--- src/rtl/ext_irq_router_pkg.sv ---
// Shared types and constants for the external interrupt router: gateway state
// encodings, the "no source" ID, hart ID width and default sizing.
package ext_irq_router_pkg;

  localparam int HART_ID_W    = 2;
  localparam int DEF_N_SRC    = 8;
  localparam int DEF_N_HART   = 4;
  localparam int IRQ_SRC_NONE = 0;

  typedef enum logic [1:0] {
    IRQ_ST_IDLE  = 2'd0,
    IRQ_ST_PEND  = 2'd1,
    IRQ_ST_INSVC = 2'd2
  } irq_state_e;

  // Advance a round-robin position by one, wrapping at n.
  function automatic int wrap_inc(input int idx, input int n);
    return (idx + 1 >= n) ? 0 : idx + 1;
  endfunction

endpackage

--- src/rtl/ext_irq_router_gateway.sv ---
// One interrupt source: IDLE/PEND/INSVC state machine plus its enable, routing
// target and the hart that currently owns it while in service.
module ext_irq_router_gateway
  import ext_irq_router_pkg::*;
(
  input  logic                 clk,
  input  logic                 rst_n,
  input  logic                 irq,
  input  logic                 cfg_hit,
  input  logic                 cfg_en,
  input  logic [HART_ID_W-1:0] cfg_target,
  input  logic                 grant,
  input  logic [HART_ID_W-1:0] grant_hart,
  input  logic                 cpl_hit,
  input  logic [HART_ID_W-1:0] cpl_hart,
  output logic                 pend,
  output logic [HART_ID_W-1:0] target
);

  irq_state_e           state_q, state_d;
  logic                 en_q, en_d;
  logic [HART_ID_W-1:0] target_q, target_d;
  logic [HART_ID_W-1:0] owner_q, owner_d;

  // NOTE: every signal gets its hold value before any branch, so no path leaves one unassigned (no latch).
  always_comb begin
    state_d  = state_q;
    en_d     = en_q;
    target_d = target_q;
    owner_d  = owner_q;

    if (cfg_hit) begin
      en_d     = cfg_en;
      target_d = cfg_target;
    end

    case (state_q)
      IRQ_ST_IDLE: begin
        if (irq && en_q) state_d = IRQ_ST_PEND;
      end
      IRQ_ST_PEND: begin
        // A grant wins over a same-cycle disable: the claim saw the old enable.
        if (grant) begin
          state_d = IRQ_ST_INSVC;
          owner_d = grant_hart;
        end else if (cfg_hit && !cfg_en) begin
          state_d = IRQ_ST_IDLE;
        end
      end
      IRQ_ST_INSVC: begin
        if (cpl_hit && (cpl_hart == owner_q)) state_d = IRQ_ST_IDLE;
      end
      default: state_d = IRQ_ST_IDLE;
    endcase
  end

  // NOTE: state registers use <= so every flop samples pre-edge values together.
  always_ff @(posedge clk or negedge rst_n) begin
    if (!rst_n) begin
      state_q  <= IRQ_ST_IDLE;
      en_q     <= 1'b0;
      target_q <= '0;
      owner_q  <= '0;
    end else begin
      state_q  <= state_d;
      en_q     <= en_d;
      target_q <= target_d;
      owner_q  <= owner_d;
    end
  end

  assign pend   = (state_q == IRQ_ST_PEND);
  assign target = target_q;

endmodule

--- src/rtl/ext_irq_router.sv ---
// Routes level interrupt sources to per-hart MEIP bits with claim/complete
// sequencing and a per-hart round-robin claim arbiter.
module ext_irq_router
  import ext_irq_router_pkg::*;
#(
  parameter  int N_SRC    = DEF_N_SRC,
  parameter  int N_HART   = DEF_N_HART,
  localparam int SRC_ID_W = $clog2(N_SRC + 1)
) (
  input  logic                 clk,
  input  logic                 rst_n,
  input  logic [N_SRC-1:0]     irq_src,
  input  logic                 cfg_we,
  input  logic [SRC_ID_W-1:0]  cfg_src_id,
  input  logic                 cfg_en,
  input  logic [HART_ID_W-1:0] cfg_target,
  input  logic                 claim_req,
  input  logic [HART_ID_W-1:0] claim_hart_id,
  output logic                 claim_ack,
  output logic [SRC_ID_W-1:0]  claim_src_id,
  input  logic                 complete_req,
  input  logic [HART_ID_W-1:0] complete_hart_id,
  input  logic [SRC_ID_W-1:0]  complete_src_id,
  output logic [N_HART-1:0]    meip
);

  localparam int PTR_W = (N_SRC > 1) ? $clog2(N_SRC) : 1;

  logic [N_SRC-1:0]     src_pend;
  logic [HART_ID_W-1:0] src_target [N_SRC];
  logic [N_SRC-1:0]     grant;
  logic [N_SRC-1:0]     cand;

  logic [PTR_W-1:0]     rr_ptr_q [N_HART];
  logic [PTR_W-1:0]     rr_ptr_d [N_HART];
  logic [N_HART-1:0]    meip_q, meip_d;
  logic                 claim_ack_q, claim_ack_d;
  logic [SRC_ID_W-1:0]  claim_src_id_q, claim_src_id_d;

  logic                 hart_ok;
  logic                 found;
  logic [PTR_W-1:0]     ptr_sel;
  logic [PTR_W-1:0]     scan_idx;
  logic [PTR_W-1:0]     win_idx;

  for (genvar i = 0; i < N_SRC; i++) begin : g_src
    ext_irq_router_gateway u_gw (
      .clk        (clk),
      .rst_n      (rst_n),
      .irq        (irq_src[i]),
      .cfg_hit    (cfg_we && (cfg_src_id == SRC_ID_W'(i + 1))),
      .cfg_en     (cfg_en),
      .cfg_target (cfg_target),
      .grant      (grant[i]),
      .grant_hart (claim_hart_id),
      .cpl_hit    (complete_req && (complete_src_id == SRC_ID_W'(i + 1))),
      .cpl_hart   (complete_hart_id),
      .pend       (src_pend[i]),
      .target     (src_target[i])
    );
  end

  // Rotate-priority find-first over this hart's pending sources, starting at its pointer.
  always_comb begin
    hart_ok = (int'(claim_hart_id) < N_HART);
    ptr_sel = '0;
    if (hart_ok) ptr_sel = rr_ptr_q[claim_hart_id];

    for (int i = 0; i < N_SRC; i++) begin
      cand[i] = hart_ok && src_pend[i] && (src_target[i] == claim_hart_id);
    end

    found    = 1'b0;
    win_idx  = '0;
    scan_idx = '0;
    for (int k = 0; k < N_SRC; k++) begin
      scan_idx = PTR_W'((int'(ptr_sel) + k) % N_SRC);
      if (!found && cand[scan_idx]) begin
        found   = 1'b1;
        win_idx = scan_idx;
      end
    end
  end

  always_comb begin
    grant          = '0;
    rr_ptr_d       = rr_ptr_q;
    claim_ack_d    = claim_req;
    claim_src_id_d = claim_src_id_q;

    if (claim_req) begin
      claim_src_id_d = SRC_ID_W'(IRQ_SRC_NONE);
      if (found) begin
        grant[win_idx]          = 1'b1;
        claim_src_id_d          = SRC_ID_W'(int'(win_idx) + 1);
        rr_ptr_d[claim_hart_id] = PTR_W'(wrap_inc(int'(win_idx), N_SRC));
      end
    end
  end

  always_comb begin
    for (int h = 0; h < N_HART; h++) begin
      meip_d[h] = 1'b0;
      for (int i = 0; i < N_SRC; i++) begin
        if (src_pend[i] && (src_target[i] == HART_ID_W'(h))) meip_d[h] = 1'b1;
      end
    end
  end

  // NOTE: the pointer array is a handful of plain flops, not a RAM, so every entry is cleared.
  always_ff @(posedge clk or negedge rst_n) begin
    if (!rst_n) begin
      for (int h = 0; h < N_HART; h++) rr_ptr_q[h] <= '0;
      meip_q         <= '0;
      claim_ack_q    <= 1'b0;
      claim_src_id_q <= '0;
    end else begin
      rr_ptr_q       <= rr_ptr_d;
      meip_q         <= meip_d;
      claim_ack_q    <= claim_ack_d;
      claim_src_id_q <= claim_src_id_d;
    end
  end

  assign meip         = meip_q;
  assign claim_ack    = claim_ack_q;
  assign claim_src_id = claim_src_id_q;

endmodule

--- config.mk ---
export PLATFORM = sky130hd
export DESIGN_NAME = ext_irq_router
export DESIGN_NICKNAME = d
export VERILOG_FILES = /design/src/rtl/ext_irq_router_pkg.sv /design/src/rtl/ext_irq_router_gateway.sv /design/src/rtl/ext_irq_router.sv
export SDC_FILE = /design/constraint.sdc
export NUM_CORES = 1
export LEC_CHECK = 0
export ABC_AREA = 1
export BUFFER_PORTS_ARGS = -buffer_cell sky130_fd_sc_hd__buf_2
export CORE_ASPECT_RATIO = 1.25
export CORE_MARGIN = 5
export CORE_UTILIZATION = 61
export DETAILED_ROUTE_END_ITERATION = 10
export GPL_ROUTABILITY_DRIVEN = 0
export PLACE_DENSITY = 0.78
export SETUP_SLACK_MARGIN = 0.05
export SLEW_MARGIN = 25
export SYNTH_ARGS = -nofsm -noshare
export SYNTH_HDL_FRONTEND = slang
export SYNTH_SLANG_ARGS = --single-unit
--- constraint.sdc ---
create_clock -name clk -period 4.5 [get_ports clk]
set_clock_uncertainty 0.05 [all_clocks]
set_input_delay 0.45 -clock clk [delete_from_list [all_inputs] [get_ports clk]]
set_output_delay 0.45 -clock clk [all_outputs]
set_load 0.05 [all_outputs]
# ---- Word-level counts from Yosys, hierarchy flattened
# Cells that the tools add are included.
dict set report op_classes {
  bitwise 1
  n_lt_le_gt_ge 13
  reduce_logical 130
  add_sub_neg 8
  n_shift 0
  eq_ne 96
  mul 0
  muxes 116
  div 0
}
# op n
set ops {}
lappend ops {{$logic_and A1 B1 Y1} 89}
lappend ops {{$mux W2} 32}
lappend ops {{$mux W1} 49}
lappend ops {{$eq A2 B2 Y1 const B} 24}
lappend ops {{$pmux W2 S3} 8}
lappend ops {{$lt A3 B4 Y1 const B} 9}
lappend ops {{$mux W3} 12}
lappend ops {{$eq A2 B1 Y1 const B} 16}
lappend ops {{$eq A2 B2 Y1} 16}
lappend ops {{$eq A4 B3 Y1 const B} 8}
lappend ops {{$logic_not A2 Y1} 16}
lappend ops {{$ne A2 B1 Y1 const B} 16}
lappend ops {{$bmux W1 S3} 8}
lappend ops {{$ne A3 B3 Y1 const B} 8}
lappend ops {{$reduce_and A3 Y1} 8}
lappend ops {{$reduce_and A2 Y1} 9}
lappend ops {{$eq A4 B2 Y1 const B} 4}
lappend ops {{$mux W8} 2}
lappend ops {{$add A3 B3 Y3 const B} 4}
lappend ops {{$bwmux W12} 1}
lappend ops {{$eq A4 B1 Y1 const B} 2}
lappend ops {{$eq A4 B4 Y1 const B} 2}
lappend ops {{$logic_not A1 Y1} 8}
lappend ops {{$add A3 B2 Y3 const B} 2}
lappend ops {{other kinds (11)} 11}
dict set report word_totals {
  register_bits 77
  memories 0
  latchBits 0
  output_inout_bits 9
  inputBits 28
  ram_bits 0
  elab_cells 403
  rom_bits 0
}

# ---- Logic depth before layout (Yosys ltp)
# Gate-level depths: netlist (run 1).
dict set report depth {
  ltp_word 36
  depth_mapped 29
}

# ---- By module
# From an unflattened synthesis (run 1), not the netlist that was laid out.
dict set report unflattened {
  hier_cells 802
  area_unflattened_um2 5367.6
}
# module cells_each n_inst area_per_inst_um2
set modules_own_cells {}
lappend modules_own_cells {ext_irq_router_gateway 43 8 339.1}
lappend modules_own_cells {ext_irq_router 458 1 2655.0}

# ---- Worst setup path before layout (run 1)
# OpenSTA, ideal clock, no wires.
dict set report synth_path {
  path_type {input -> register}
  startpoint {input claim_hart_id[1]}
  endpoint {register rr_ptr_q[11] in the netlist's numbering}
  slack_ps 1077
  arrival_ps 3256
  setup_ps 118
  required_ps 4332
  path_stages 24
  path_cell_list {buf_4 inv_2 nand3_1 nand2_1 nor2_2 buf_4 ha_1 clkbuf_1 inv_1 nand3_1 nand3_1 nand2_2 nand4_2 nor2_4 nand4_4 nand2_1 nor2_1 nor2_2 ha_1 inv_1 nand2_1 nand2_1 nand3_1 nand2_1}
}
dict set report synth_between {
  elab_chain_len 32
  elab_cells_between_ends 83
  cone_classes {add/sub (8); order compare (3); eq/ne (8); mux (39); bitwise (1); reduce/logical (24)}
}
# element line_no
set synth_rtl {}
lappend synth_rtl {{start: declaration} ext_irq_router.sv:18} ;# input logic [HART_ID_W-1:0] claim_hart_id,
lappend synth_rtl {{parallel branches: the longest is 32 deep, another holds $add A3 B1 Y3} -}
lappend synth_rtl {{end signal: assignment} ext_irq_router.sv:118} ;# rr_ptr_q <= rr_ptr_d;
lappend synth_rtl {{end: declaration} ext_irq_router.sv:34} ;# logic [PTR_W-1:0] rr_ptr_q [N_HART];
# Several ways; the timed one is not identified. The select of a mux whose other input is x is not followed.
# A chain may end at the register's enable or synchronous reset.

# ---- Worst setup path in the final report (run 1)
dict set report layout_path {
  startpoint {input claim_hart_id[0]}
  endpoint {register rr_ptr_q[2] in the netlist's numbering}
}
# Same word-level chain as after synthesis.

==> flow_summary.json, run 1 <==
{
  "cp_max_fo": 22,
  "clkTransAtPathRegs_ns": 0.08,
  "postSynthAreaPerCell_um2": 6.87,
  "crit_slowest_cell": "ha_1",
  "finalSetupTns_ns": 0,
  "worst-r2r-setup-slack_ns": 1.01,
  "fin_crit_sh_pct": 83.0,
  "hold_violations": 0,
  "post-synth-top-area-cell": "dfrtp_1",
  "postSynthCellCount": 756,
  "rsz0062_at_grt": "false",
  "worstReg2RegStart": "rr_ptr_q[10]$_DFFE_PN0P_",
  "use_met2_pct": 46.6,
  "drc_errors": 0,
  "grt_max_degree": 78,
  "cts_max_path_buffers": 2,
  "yosys_warnings": 0,
  "endpoint_kind": "flop",
  "io_pins": 37,
  "synth_top_area_share_pct": 37.1,
  "floorplan.initialDensity_pct": 62.7,
  "synth.net_count": 787,
  "postCtsSetupBuffers": 0,
  "syn_to_final_growth_pct": 8.41,
  "die_h_um": 113,
  "num-nets-final": 823,
  "cts_root_buf": "clkbuf_8",
  "critPathMaxStageDelay_ns": 0.46,
  "ys_seq_area_share_pct": 37.1,
  "busiest_layer": "met2",
  "synth_area_leaders": "dfrtp_1 37%, nand2_1 18%, nand3_1 6.8%",
  "cts_resized": 0,
  "cp_data_arrival_time_ns": 3.95,
  "slew-limit-headroom_pct": 54.3,
  "dr.pass1.iters": 5,
  "ff2ff_path_depth": 22,
  "num_vias": 5232,
  "drv_slew": 0,
  "grt_overflow": 0,
  "vias_per_cell": 5.85,
  "portBuffers": 36,
  "critPathMostFrequentCell": "nand2_1",
  "cp.depth": 24,
  "use_met3_pct": 4.79,
  "final_cell_mix": "251 x nand2_1, 86 x inv_1, 77 x dfrtp_1",
  "fp.dieArea_um2": 10500,
  "ys_ff_latch": 77,
  "grt_first_pass_wirelength_um": 23000,
  "wl_um": 14100,
  "max_slew.worst_pin.slew_ns": 0.680,
  "whs_ns": 0.0509,
  "timing.critical_path.cells": "buf_2 > inv_2 > nand2_1 > nand2_1 > nand2_1 > nand2_1 > inv_2 > ha_1 > inv_1 > nand3_1 > nand3_1 > nand2_2 > nand4_2 > nor2_4 > nand4_4 > nand2_1 > nor2_1 > nor2_2 > ha_1 > inv_1 > nand2_1 > nand2_1 > nand3_1 > nand2_1",
  "criticalPathCategory": "in2reg",
  "yosys.cell_types.count": 46,
  "hold_buffers": 0,
  "finalSetupViolCount": 0,
  "vdd_drop_max_v": 0.000777,
  "leakage_uw": 0.00293,
  "drt_iter0_drc": 420,
  "antenna_found_initial": 0,
  "powerDensity_nw_per_um2": 793,
  "rows": 37,
  "layout-drive-gt1-share_pct": 13.7,
  "diodes": 0,
  "path_delay_family": "simple AND/OR/NAND/NOR gates",
  "core_um2": 8290,
  "cp-start-kind": "primary input",
  "cts_tree": "built",
  "hpwl_um": 10600,
  "hp-class": "in2async",
  "numCtsBuffers": 9,
  "critPathRequiredTime_ns": 4.71,
  "clock_latency_ns": 0.37,
  "cts_sinks": 77,
  "period_needed_ns": 3.74,
  "wl_per_cell_um": 15.7,
  "status": "finished, final reports clean",
  "synth_area_um2": 5190,
  "grt_usage_pct": 27.7,
  "cts_max_level": 3,
  "met1_usage_pct": 32.8,
  "endpoint": "rr_ptr_q[2]$_DFFE_PN0P_",
  "ant_nets": 0,
  "r2r_end": "rr_ptr_q[2]$_DFFE_PN0P_",
  "startpoint": "claim_hart_id[0]",
  "layout_commonest_cell": "nand2_1",
  "maxCapViolations": 0,
  "die_w_um": 92.5,
  "fmax_mhz": 268,
  "critPathBufInv": 5,
  "grt_pass1_vias": 5077
}
metal layers:
layer / wire, um / vias to the layer above
met5: 0 / -
met4: 634 / 0
met3: 904 / 48
met2: 6850 / 211
met1: 5690 / 2433
li1: - / 2540
cell families after synthesis:
kind of cell | synth area share [%]
adders and majority gates | 0.723
AOI/OAI and AO/OA | 11.3
xor gates and xnor gates | 1.01
buffers and inverters | 8.99
and+or+nand+nor | 40.9
DFF | 37.1
worst min path at each step:
| stage | slack, ns | cells after the start | endpoint |
|---|---|---|---|
| 2_1_floorplan | 0.10 | 0 | claim_ack$_DFF_PN0_ |
| 3_3_place_gp | 0.39 | 1 | g_src[2].u_gw.state_q[0]$_DFFE_PN0P_ |
| 3_5_place_dp | 0.39 | 1 | g_src[2].u_gw.state_q[0]$_DFFE_PN0P_ |
| 4_1_cts | 0.21 | 1 | g_src[7].u_gw.state_q[0]$_DFFE_PN0P_ |
| 5_1_grt | 0.11 | 1 | g_src[7].u_gw.state_q[0]$_DFFE_PN0P_ |
| 6_report | 0.05 | 1 | g_src[6].u_gw.en_q$_DFFE_PN0P_ |
synthesized netlist by cell type (all sizes together):
library cell  number
nand3             75
a31oi              4
o31ai              4
nand4             17
o21bai             2
clkbuf             4
o311ai             2
or2                3
o21ai             70
xnor2              6
nand3b             4
o22ai              3
clkinv             2
inv               94
a221oi             1
o32ai              1
a41oi              1
buf               11
nor4               6
a22o               2
a2111oi            1
o211ai             2
dfrtp             77
nand2            271
nor3              16
a21oi              2
ha                 3
nor2              69
a311oi             3
final cells by class:
class / count / area [um^2]
clock buffers: 11 / 141
clock inverters: 5 / 58.8
fillers: 723 / 2660
inverters: 96 / 365
multi-input cells: 568 / 2800
flip-flops and latches: 77 / 1930
well taps: 97 / 121
repair buffers: 40 / 216
power by group:
group          leakage, uW  switching (uW)  internal [uW]
logic              0.00188            1950            836
clock network    0.0000959             273            273
registers         0.000954             182            951
registers in the layout (all words and copies together) (netlist names):
| name | flops |
|---|---|
| claim_src_id | 4 |
| g_src.u_gw.en_q | 8 |
| rr_ptr_q | 12 |
| claim_ack | 1 |
| meip | 4 |
| g_src.u_gw.owner_q | 16 |
| g_src.u_gw.target | 16 |
| g_src.u_gw.state_q | 16 |
stage by stage:
stage               instance area [um^2]  utilization, %  cells  power (uW)  worst slack, ns
floorplan                           5190               -    756        3270             1.08
finish                              5630            67.9    894        4460            0.763
global placement                    5430            65.5    878        3780            0.657
global route                        5630            67.9    894        4810            0.390
CTS                                 5630            67.9    894        4430            0.832
detailed placement                  5430            65.5    878        3880            0.461
worst reg2reg max path, stage by stage, from the launching register on:
cell and delay (ns):
dfrtp_1 0.39, nand2_1 0.07, nand2_1 0.07, nand2_1 0.04
nand2_1 0.10, inv_2 0.11, ha_1 0.46, inv_1 0.22
nand3_1 0.17, nand3_1 0.10, nand2_2 0.13, nand4_2 0.16
nor2_4 0.17, nand4_4 0.13, nand2_1 0.16, nor2_1 0.07
nor2_2 0.17, ha_1 0.20, inv_1 0.04, nand2_1 0.06
nand2_1 0.12, nand3_1 0.12, nand2_1 0.06
Note: power is estimated with default switching activity, not from simulation.
==> inputs of run 2 (changes only) <==
==> constraint.sdc (replaced) <==
create_clock -name clk -period 3.7 [get_ports clk]
set_clock_uncertainty 0.05 [all_clocks]
set_input_delay 0.37 -clock clk [delete_from_list [all_inputs] [get_ports clk]]
set_output_delay 0.37 -clock clk [all_outputs]
set_load 0.05 [all_outputs]
==> run 2 against run 1 <==
  * The flow now finishes with violations (hold timing)
  * Routed wire length is 0.94% higher
  * Utilization grew 0.80 points
  * Clock-buffer cell count down 1
  * Via count shrank 0.78%
  * Die area is the same
  * Combinational power increased by 23%
  * Critical path depth rose by 1
  * Largest power group unchanged
==> flow_summary.json, run 2 (same netlist as run 1, synthesis figures left out) <==
{
  "diodes": 0,
  "path_delay_family": "simple AND/OR/NAND/NOR gates",
  "drv_slew": 0,
  "layout_commonest_cell": "nand2_1",
  "multi_input_area_um2": 2800,
  "hpwl_um": 10900,
  "cp_max_fo": 11,
  "final_cells": 901,
  "cts_resized": 0,
  "status": "finished, violations left",
  "rows": 37,
  "cts_sinks": 77,
  "grt_first_pass_wirelength_um": 23400,
  "fmax_mhz": 314,
  "vdd_drop_max_v": 0.00129,
  "worst-r2r-setup-slack_ns": 0.52,
  "num_vias": 5191,
  "dr.pass1.iters": 5,
  "powerDensity_nw_per_um2": 965,
  "vias_per_cell": 5.76,
  "final.fill_count": 735,
  "slew-limit-headroom_pct": 53.6,
  "dr_wl_met3_um": 849,
  "grt_pass1_vias": 4974,
  "wl_um": 14200,
  "seqCellArea_um2": 1930,
  "rsz0062_at_grt": "false",
  "clkTransAtPathRegs_ns": 0.08,
  "critPathMaxStageDelay_ns": 0.41,
  "final_cell_mix": "251 x nand2_1, 86 x inv_1, 77 x dfrtp_1",
  "cp-start-kind": "flop",
  "io_pins": 37,
  "grt_max_degree": 78,
  "num-nets-final": 830,
  "syn_to_final_growth_pct": 9.68,
  "floorplan.initialDensity_pct": 62.7,
  "portBuffers": 36,
  "numCtsBuffers": 9,
  "whs_ns": -0.0235,
  "critPathBufInv": 4,
  "endpoint_kind": "flop",
  "cts_max_path_buffers": 2,
  "criticalPathCategory": "reg2reg",
  "hp-class": "in2async",
  "top_layer": "met4",
  "critPathRequiredTime_ns": 3.90,
  "cp_data_arrival_time_ns": 3.38,
  "finalSetupTns_ns": 0,
  "r2r_end": "rr_ptr_q[8]$_DFFE_PN0P_",
  "cts_max_level": 3,
  "fp.dieArea_um2": 10500,
  "drt_iter0_drc": 369,
  "cts_tree": "built",
  "cts_root_buf": "clkbuf_8",
  "max_slew.worst_pin.slew_ns": 0.696,
  "clock_latency_ns": 0.36,
  "leakage_uw": 0.00298,
  "core_um2": 8290,
  "critPathMostFrequentCell": "nand2_1",
  "wl_met2_um": 7200,
  "ant_nets": 0,
  "wl_per_cell_um": 15.8,
  "die_w_um": 92.5,
  "crit_slowest_cell": "dfrtp_1",
  "grt_overflow": 0,
  "placed_cells": 885,
  "met1_length_um": 5620,
  "drc_errors": 0,
  "maxCapViolations": 0,
  "layout-drive-gt1-share_pct": 14.4,
  "violations": "hold timing",
  "cp.depth": 25,
  "worstReg2RegStart": "rr_ptr_q[4]$_DFFE_PN0P_",
  "grt_usage_pct": 27.9,
  "period_needed_ns": 3.18,
  "postCtsSetupBuffers": 0,
  "ff2ff_path_depth": 25,
  "antenna_found_initial": 0,
  "die_h_um": 113,
  "finalSetupViolCount": 0,
  "hold_violations": 32,
  "hold_buffers": 0,
  "fin_crit_sh_pct": 86.0
}
==> run 2: routing by layer <==
metal	GRT usage [%]	up-vias
met4	13.4	0
li1	-	2536
met5	0	-
met3	3.99	42
met1	33.4	2412
met2	49.0	201
==> run 2: where the power goes <==
part | total (uW) | switching (uW) | internal, uW
sequential | 1370 | 218 | 1160
clock | 704 | 324 | 380
combinational | 3420 | 2380 | 1040
==> run 2: how the worst max path moves through the flow <==
stage	start	endpoint	slack (ns)
after floorplan	claim_hart_id[1]	rr_ptr_q[11]$_DFFE_PN0P_	0.36
after global placement	claim_hart_id[0]	claim_src_id[2]$_DFFE_PN0P_	0.36
after detailed placement	claim_hart_id[0]	rr_ptr_q[5]$_DFFE_PN0P_	0.22
after CTS	rr_ptr_q[4]$_DFFE_PN0P_	rr_ptr_q[5]$_DFFE_PN0P_	0.52
after global routing	rr_ptr_q[7]$_DFFE_PN0P_	claim_src_id[2]$_DFFE_PN0P_	0.23
final	rr_ptr_q[4]$_DFFE_PN0P_	rr_ptr_q[8]$_DFFE_PN0P_	0.52
==> run 2: cell type report <==
type | instances | share of cell area (%)
Clock buffer | 10 | 2.24
Clock inverter | 6 | 1.52
Inverter | 96 | 6.41
Multi-Input combinational cell | 568 | 49.2
Sequential cell | 77 | 33.8
Tap cell | 97 | 2.13
Timing Repair Buffer | 47 | 4.72
==> run 2: per-stage QoR <==
step,instance area [um^2],hold slack (ns),power [uW],setup slack (ns),utilization [%]
floorplan,5190,0.0244,3980,0.357,-
global placement,5480,0.396,4660,0.365,66.1
detailed placement,5480,0.405,4770,0.218,66.1
CTS,5690,0.139,5490,0.518,68.7
global route,5700,0.0465,5970,0.225,68.7
finish,5700,-0.0235,5500,0.519,68.7
